`src/rtl/alarm_countdown_ctrl_if.sv`:
```
// Switch/button inputs and display/lamp outputs of the alarm countdown controller.
// master drives the board inputs; slave is the controller itself.
interface alarm_countdown_ctrl_if;
    logic [9:0] switches;
    logic       pause_start_stop_btn;
    logic [8:0] time_remaining;
    logic [9:0] leds;
    logic       buzzer;
    logic       running;

    modport master (
        output switches,
        output pause_start_stop_btn,
        input  time_remaining,
        input  leds,
        input  buzzer,
        input  running
    );

    modport slave (
        input  switches,
        input  pause_start_stop_btn,
        output time_remaining,
        output leds,
        output buzzer,
        output running
    );
endinterface

```
`src/rtl/alarm_countdown_ctrl.sv`:
```
// Alarm-clock countdown sequencer: loads a start time, counts it down once per second, sounds alarm.
// Optional ALARM_TIMEOUT_EN: alarm clears itself after ALARM_SECS seconds.
module alarm_countdown_ctrl #(
    parameter int unsigned TICK_DIV   = 50_000_000,
    parameter int unsigned ALARM_SECS = 10
) (
    input logic                   clk,
    input logic                   reset,
    alarm_countdown_ctrl_if.slave bus
);

    localparam int unsigned DivW = $clog2(TICK_DIV);
    localparam logic [DivW-1:0] DivMax = DivW'(TICK_DIV - 1);

    typedef enum logic [1:0] {StIdle, StRunning, StPaused, StAlarm} state_e;

    state_e          state_q, state_d;
    logic [8:0]      tr_q, tr_d;
    logic [DivW-1:0] div_cnt_q, div_cnt_d;
    logic [9:0]      leds_q, leds_d;
    logic            buzzer_q, running_q;

    logic       btn_meta_q, btn_sync_q, btn_prev_q;
    logic [1:0] fill_q;
    logic       press_q;
    logic       load;
    logic       div_active;
    logic       tick;
    logic       timeout;
    logic       unused_sw;

    assign unused_sw = bus.switches[9];

    // Edge detect is held off until the synchronizer holds real samples, so a button
    // held low across reset never looks like a fresh press.
    always_ff @(posedge clk or negedge reset) begin
        if (!reset) begin
            btn_meta_q <= 1'b1;
            btn_sync_q <= 1'b1;
            btn_prev_q <= 1'b1;
            fill_q     <= 2'd0;
            press_q    <= 1'b0;
        end else begin
            btn_meta_q <= bus.pause_start_stop_btn;
            btn_sync_q <= btn_meta_q;
            btn_prev_q <= btn_sync_q;
            if (fill_q != 2'd3) begin
                fill_q <= fill_q + 2'd1;
            end
            press_q <= (fill_q == 2'd3) && btn_prev_q && !btn_sync_q;
        end
    end

`ifdef ALARM_TIMEOUT_EN
    localparam int unsigned SecsW = $clog2(ALARM_SECS + 1);

    logic [SecsW-1:0] secs_q, secs_d;

    assign div_active = (state_q == StRunning) || (state_q == StAlarm);
    assign timeout    = (state_q == StAlarm) && tick && (secs_q == SecsW'(ALARM_SECS - 1));

    always_comb begin
        secs_d = secs_q;
        if (state_q != StAlarm) begin
            secs_d = '0;
        end else if (tick) begin
            secs_d = secs_q + SecsW'(1);
        end
    end

    always_ff @(posedge clk or negedge reset) begin
        if (!reset) begin
            secs_q <= '0;
        end else begin
            secs_q <= secs_d;
        end
    end
`else
    localparam int unsigned unused_alarm_secs = ALARM_SECS;

    assign div_active = (state_q == StRunning);
    assign timeout    = 1'b0;
`endif

    assign tick = div_active && (div_cnt_q == DivMax);

    // Divider holds its count while paused so the partial second survives.
    always_comb begin
        div_cnt_d = div_cnt_q;
        if (load) begin
            div_cnt_d = '0;
        end else if (div_active) begin
            div_cnt_d = tick ? '0 : div_cnt_q + DivW'(1);
        end
    end

    always_comb begin
        state_d = state_q;
        tr_d    = tr_q;
        load    = 1'b0;
        unique case (state_q)
            StIdle: begin
                tr_d = bus.switches[8:0];
                if (press_q && (bus.switches[8:0] != 9'd0)) begin
                    state_d = StRunning;
                    load    = 1'b1;
                end
            end
            StRunning: begin
                if (tick) begin
                    tr_d = tr_q - 9'd1;
                end
                // Reaching zero beats a coincident pause request.
                if (tick && (tr_q == 9'd1)) begin
                    state_d = StAlarm;
                end else if (press_q) begin
                    state_d = StPaused;
                end
            end
            StPaused: begin
                if (press_q) begin
                    state_d = StRunning;
                end
            end
            StAlarm: begin
                tr_d = 9'd0;
                if (press_q || timeout) begin
                    state_d = StIdle;
                end
            end
            default: begin
                state_d = StIdle;
            end
        endcase
    end

    always_comb begin
        leds_d = 10'd0;
        unique case (state_d)
            StRunning: leds_d = 10'd1;
            StPaused:  leds_d = 10'd2;
            StAlarm:   leds_d = '1;
            default:   leds_d = 10'd0;
        endcase
    end

    always_ff @(posedge clk or negedge reset) begin
        if (!reset) begin
            state_q   <= StIdle;
            tr_q      <= 9'd0;
            div_cnt_q <= '0;
            leds_q    <= 10'd0;
            buzzer_q  <= 1'b0;
            running_q <= 1'b0;
        end else begin
            state_q   <= state_d;
            tr_q      <= tr_d;
            div_cnt_q <= div_cnt_d;
            leds_q    <= leds_d;
            buzzer_q  <= (state_d == StAlarm);
            running_q <= (state_d == StRunning);
        end
    end

    assign bus.time_remaining = tr_q;
    assign bus.leds           = leds_q;
    assign bus.buzzer         = buzzer_q;
    assign bus.running        = running_q;

endmodule

```
`src/flat_wrapper.sv`:
```
// flat-port wrapper written by rule: the top's interface ports become plain ports
module alarm_countdown_ctrl_flat 
#(
    parameter int unsigned TICK_DIV   = 50_000_000,
    parameter int unsigned ALARM_SECS = 10
)
  (clk, reset, bus_switches, bus_pause_start_stop_btn, bus_time_remaining, bus_leds, bus_buzzer, bus_running);
  alarm_countdown_ctrl_if bus_i ();
  input logic clk;
  input logic reset;
  input wire logic [$bits(bus_i.switches)-1:0] bus_switches;
  input wire logic [$bits(bus_i.pause_start_stop_btn)-1:0] bus_pause_start_stop_btn;
  output wire logic [$bits(bus_i.time_remaining)-1:0] bus_time_remaining;
  output wire logic [$bits(bus_i.leds)-1:0] bus_leds;
  output wire logic [$bits(bus_i.buzzer)-1:0] bus_buzzer;
  output wire logic [$bits(bus_i.running)-1:0] bus_running;
  assign bus_i.switches = bus_switches;
  assign bus_i.pause_start_stop_btn = bus_pause_start_stop_btn;
  assign bus_time_remaining = bus_i.time_remaining;
  assign bus_leds = bus_i.leds;
  assign bus_buzzer = bus_i.buzzer;
  assign bus_running = bus_i.running;
  alarm_countdown_ctrl #(.TICK_DIV(TICK_DIV), .ALARM_SECS(ALARM_SECS)) u_core (.clk(clk), .reset(reset), .bus(bus_i));
endmodule
```
`config.mk`:
```
export PLATFORM = sky130hd
export DESIGN_NAME = alarm_countdown_ctrl_flat
export DESIGN_NICKNAME = d
export VERILOG_FILES = /design/src/rtl/alarm_countdown_ctrl_if.sv /design/src/rtl/alarm_countdown_ctrl.sv /design/src/flat_wrapper.sv
export SDC_FILE = /design/constraint.sdc
export NUM_CORES = 1
export LEC_CHECK = 0
export CAP_MARGIN = 40
export CORE_ASPECT_RATIO = 1.5
export CORE_MARGIN = 2
export CORE_UTILIZATION = 50
export CTS_CLUSTER_DIAMETER = 120
export DETAILED_ROUTE_END_ITERATION = 7
export MAX_ROUTING_LAYER = met4
export PLACE_DENSITY = 0.77
export RECOVER_POWER = 50
export SYNTH_ARGS = -nofsm -noshare
export SYNTH_HDL_FRONTEND = slang
export SYNTH_SLANG_ARGS = --single-unit
export TNS_END_PERCENT = 5
```
`constraint.sdc`:
```
create_clock -name clk -period 2.93 [get_ports clk]
set_clock_uncertainty 0.05 [all_clocks]
set_input_delay 0.4395 -clock clk [delete_from_list [all_inputs] [get_ports clk]]
set_output_delay 0.4395 -clock clk [all_outputs]
set_load 0.02 [all_outputs]
```
* After elaboration in Yosys (flattened, before gate mapping) *
Cells that the tools add are included.

storage, ports and cells
  register bits = 55
  input port bits = 13
  output and inout port bits = 21
  logic and storage cells = 50

cells by class
  add/sub/neg operators = 3
  equal/unequal tests = 11
  mux-type cells = 14
  reduce and logical (&&, ||, !) cells = 11

operators by type and width
  cell                                                                number
  26-bit 2-to-1 mux                                                   3
  10-bit case mux with 3 select lines                                 1
  9-bit case mux with 3 select lines                                  1
  26-bit by 1-bit adder with 26-bit output, second input constant     1
  26-bit == test, second input constant                               1
  2-bit == test, second input constant                                5
  2-bit 2-to-1 mux                                                    5
  9-bit by 1-bit == test with 1-bit output, second input constant     1
  9-bit 2-to-1 mux                                                    1
  9-bit nonzero test                                                  1
  9-bit by 1-bit subtractor with 9-bit output, second input constant  1
  2-bit case mux with 4 select lines                                  1
  1-bit logical AND                                                   5
  2-bit by 1-bit == test with 1-bit output, second input constant     2
  2-bit != test, second input constant                                2
  3-bit nonzero test                                                  1
  2-bit by 1-bit adder with 2-bit output, second input constant       1
  2-bit logical NOT                                                   1
  1-bit 2-to-1 mux                                                    2
  2-bit AND reduction                                                 1
  2-bit nonzero test                                                  1
  1-bit logical NOT                                                   1

* Depth between registers and ports, before layout *
  word-level depth = 7
  depth in mapped cells = 8
  mapped depth without buffers = 7

* Worst setup path after synthesis *
OpenSTA, ideal clock, no wires.

  path kind = register to register
  start point = register u_core.state_q[1]
  end point = register u_core.div_cnt_q[24]
  setup time = 77 ps
  data arrival time = 1930 ps
  data required time = 2803 ps
  path slack = 874 ps
  cell stages (with the launch flop) = 9
  path buffers = 1
  clock period less this slack = 2056 ps
  cells stage by stage = dfrtp_1 > inv_1 > ha_1 > nor2b_1 > and4_1 > a31o_1 > buf_6 > or4_1 > o21ai_1

on the way
  cells in the longest elaborated chain, start to end = 5

ends and longest elaborated chain
  item                                      RTL line                     RTL
  start: declaration                        alarm_countdown_ctrl.sv:17   state_e state_q, state_d;
  start signal: assignment                  alarm_countdown_ctrl.sv:149  state_q <= StIdle;
  start signal: assignment                  alarm_countdown_ctrl.sv:156  state_q <= state_d;
  2-bit by 1-bit == test with 1-bit output  alarm_countdown_ctrl.sv:81   assign div_active = (state_q == StRunning);
  1-bit logical AND                         alarm_countdown_ctrl.sv:85   assign tick = div_active && (div_cnt_q == DivMax);
  26-bit 2-to-1 mux                         alarm_countdown_ctrl.sv:93   div_cnt_d = tick ? '0 : div_cnt_q + DivW'(1);
  26-bit 2-to-1 mux                         alarm_countdown_ctrl.sv:92   end else if (div_active) begin
  26-bit 2-to-1 mux                         alarm_countdown_ctrl.sv:90   if (load) begin
  end signal: assignment                    alarm_countdown_ctrl.sv:158  div_cnt_q <= div_cnt_d;
  end: declaration                          alarm_countdown_ctrl.sv:19   logic [DivW-1:0] div_cnt_q, div_cnt_d;

Parallel ways exist; a longest one is shown, timed or not. The select of a mux whose other input is x is not followed.
A chain may end at the register's enable or synchronous reset.

* Final worst setup path *
  start point = register u_core.state_q[1]
  end point = register u_core.running_q, in the netlist u_core.bus.running

on the way
  cells in the longest elaborated chain, start to end = 6

ends and longest elaborated chain
  item                                          RTL line                                                 RTL
  2-bit by 1-bit == test with 1-bit output      alarm_countdown_ctrl.sv:81, alarm_countdown_ctrl.sv:101
  1-bit logical AND                             alarm_countdown_ctrl.sv:85
  1-bit logical AND                             alarm_countdown_ctrl.sv:114                              if (tick && (tr_q == 9'd1)) begin
  2-bit 2-to-1 mux                              alarm_countdown_ctrl.sv:114
  2-bit case mux with 4 select lines (*)        alarm_countdown_ctrl.sv:101                              unique case (state_q)
  2-bit by 1-bit == test with 1-bit output (*)  alarm_countdown_ctrl.sv:161                              running_q <= (state_d == StRunning);
  end signal: assignment                        alarm_countdown_ctrl.sv:161
  end: declaration                              alarm_countdown_ctrl.sv:21                               logic buzzer_q, running_q;

Every way passes the cells marked *; elsewhere a longest branch is shown, timed or not.

==> summary.md <==
| Metric | Value |
|---|---|
| Status | `complete, no violations` |
| CTS clk-pin slew, worst paths | `0.09 ns` |
| Hold depth | `0` |
| Final wirelength | `6830 um` |
| Largest stage delay, worst path | `0.51 ns` |
| Row count | `33` |
| Final GP Congestion | `0.924` |
| I/O Pins | `34` |
| First-pass GRT wire length | `11500 um` |
| Leak Pwr | `1.32 nW` |
| Initial cell density of the core | `0.519` |
| Setup total negative slack | `0 ns` |
| Setup-failing EPs final | `0` |
| DP Area | `3210 um2` |
| Number of CTS-inserted buffers | `5` |
| Final nets | `354` |
| Vias in the first global route | `2436` |
| Vias | `2470` |
| Crit path time final | `2.40 ns` |
| Area of the core | `5450 um2` |
| CTS sink cnt | `46` |
| Syn_nets | `323` |
| Ys async rst share | `1.00` |
| Syn Area/Cell | `9.39 um2` |
| Top-count cell post-synth | `dfrtp_1` |
| Die Ht | `96.1 um` |
| Congestion Overflow GR | `0` |
| Pin count of the biggest net entering global routing | `25` |
| Top delay family on crit path | `simple AND/OR/NAND/NOR gates` |
| Power per cell area | `807 nW/um2` |
| Worst-Margin Slew | `1.27 ns` |
| Die W | `65.4 um` |
| CP cell instances | `inv_1, ha_1, buf_4, nor4b_1, nand4b_1, nor4_2, o21ai_0, nor2_1` |
| Max Freq | `417 MHz` |
| Primary FF master, synth | `dfrtp_1` |
| Final setup margin | `0.532 ns` |
| Library cells used by synthesis | `60` |
| VDD IR max | `364 uV` |
| Postcts setup bufs | `0` |
| Fillers | `484` |
| P&R area growth vs syn | `17.8%` |
| Worst-case clock buffer depth | `2` |
| Fin area | `3330 um2` |
| Share of cells above drive strength 1 | `0.102` |
| Pre-Repair DR Iteration Count | `4` |
| Final hold violations | `0` |
| Syn. warnings | `0` |
| Initial antenna violation count | `0` |
| Period utilization | `0.818` |
| Crit-path max FO | `14` |
| Worst hold path startpoint | `u_core.btn_meta_q` |
| Worst R2R Start | `u_core.state_q[1]` |
| Maxcap violations | `0` |
| Wire per inst | `16.9 um` |
| Die area | `6290 um2` |
| Flop2flop setup slack | `0.53 ns` |
| Slew margin rel. | `0.151` |
| R2r worst-path depth | `8` |
| Ant. Diodes | `0` |
| Worst Hold Path EP | `u_core.btn_sync_q` |
| H-tree depth | `2` |
| Reg-to-reg endpoint | `u_core.bus.running` |
| Critical Path Start Type | `flip-flop` |
| # DRC | `0` |
| Port bufs | `32` |
| Post-CTS Hold Fix Bufs | `0` |
| Top-area cell type share of the netlist area | `0.381` |
| Non-filler cells, final | `403` |
| # placed instances | `395` |
| Leading area contributor after synthesis | `dfrtp_1` |
| CP required | `3.12 ns` |
| Number of synthesized flops with an enable pin | `0` |
| Routed Antenna Nets | `0` |
| Hpwl dp | `4970 um` |
| Top cells by count, synth | `dfrtp_1, nor2_1, o21ai_0, nand2_1` |
| Crit Path Class | `flip-flop to flip-flop` |
| Slowest stage cell, crit path | `nor4_2` |
| Via density | `6.13` |
| Worst-skew pair later-pin latency | `0.31 ns` |
| CTS tree | `built` |
| Clock Tree Root | `clkbuf_8` |
| Fin util | `0.611` |
| Fin. max-slew vios | `0` |
| CP endpoint kind | `flip-flop` |
| Min-delay worst type | `flip-flop to flip-flop` |
| Largest cells by area after synthesis | `dfrtp_1, ha_1, nor2_1` |
| Unrepaired setup endpoints after global routing | `false` |
| DP Worst Slack | `0.316 ns` |
| Crit path DAT | `2.59 ns` |
| Number of synthesized register bits | `46` |
| Total buffers and inverters traversed by the critical path | `2` |
| Synthesized instance count | `301` |
| Synthesized cell area | `2830 um2` |
| Post-CTS sizing | `0` |
| Sequential share of the synthesized area | `0.408` |
| Iteration-0 DRC Markers | `220` |
| All-Layer GR Usage | `0.243` |
per-stage QoR:
stage / hold WS, ns / total power, mW
final: 0.309 / 2.69
after detailed placement: 0.298 / 2.12
after CTS: 0.0915 / 2.71
after floorplan: 0.0939 / 1.66
after global routing: 0.316 / 2.87
after global placement: 0.298 / 2.08
report_power, final:
group / internal, mW / switching, mW / total (mW)
Sequential: 0.756 / 0.153 / 0.910
Combinational: 0.509 / 0.682 / 1.19
Clock: 0.364 / 0.223 / 0.586
flip-flops by register name (all words and copies together), names as in the netlist:
name / count
u_core.btn_meta_q: 1
u_core.btn_prev_q: 1
u_core.btn_sync_q: 1
u_core.bus.leds: 3
u_core.bus.running: 1
u_core.bus.time_remaining: 9
u_core.div_cnt_q: 26
u_core.fill_q: 2
u_core.press_q: 1
u_core.state_q: 1
worst max path at each step:
stage,from,cells past startpoint,slack (ns),endpoint
after floorplan,u_core.state_q[1],8,0.87,u_core.div_cnt_q[24]
after global placement,bus_switches[0],9,0.35,u_core.div_cnt_q[20]
after detailed placement,bus_switches[0],9,0.32,u_core.div_cnt_q[20]
after CTS,u_core.state_q[1],8,0.57,u_core.bus.running
after global routing,u_core.state_q[1],8,0.23,u_core.bus.running
final,u_core.state_q[1],8,0.53,u_core.bus.running
cell usage in the layout (no fill, tap or decap), types with 3 or more instances in the layout:
cell             Yosys  layout
a21oi_1             14      14
a221o_1              3       3
a22o_1               5       5
a31oi_1              4       4
and3_1               7       7
and4_1               4       4
buf_4                9       9
clkbuf_8             0       6
clkdlybuf4s50_1      0      26
dfrtp_1             43      43
dfstp_2              3       3
dlygate4sd3_1        0       5
ha_1                 9       9
inv_1               14      14
nand2_1             18      18
nand2b_1             3       3
nand3_1             11      11
nand4_1             10      10
nor2_1              27      27
nor2b_1              5       5
nor3_1               8       8
nor4_1               3       3
o2111ai_1            3       3
o211ai_1             3       3
o21ai_0             20      20
o31ai_1              4       4
or2_2                3       3
or3_1                4       4
or4_1                7       7
xor2_1              10      10
metal layers:
metal	GRT usage	up-vias	share of wire
met5	-	-	0
met4	0.139	0	0.035
met3	0.0386	18	0.040
met2	0.407	72	0.53
met1	0.273	1205	0.40
li1	-	1175	-
worst register-to-register path, delay by kind of cell (launching register included):
family | cells | cell delay (ns)
AND/OR/NAND/NOR | 4 | 1.09
flip-flops | 1 | 0.44
adder cells (fa/ha/maj) | 1 | 0.19
buffers and inverters | 2 | 0.33
AO/OA/AOI/OAI | 1 | 0.24
final cells by class:
cell class                      instances  area (um2)  share of cell area
Timing Repair Buffer                   42         385               0.116
Multi-Input combinational cell        223        1510               0.453
Sequential cell                        46        1150               0.347
Clock inverter                          2        60.1              0.0180
Inverter                               14        52.6              0.0158
Tap cell                               70        87.6              0.0263
Clock buffer                            6        82.6              0.0248
kinds of logic (layout without fill, tap and decap cells):
| logic type | after synthesis | in the layout | share of synthesized area |
|---|---|---|---|
| xor+xnor | 12 | 12 | 0.0372 |
| flops | 46 | 46 | 0.408 |
| fa+ha+maj | 9 | 9 | 0.0398 |
| mux | 2 | 2 | 0.00752 |
| buf+inv | 32 | 64 | 0.0584 |
| simple gates | 123 | 123 | 0.254 |
| compound gates | 77 | 77 | 0.195 |
(Power assumes the default switching activity.)
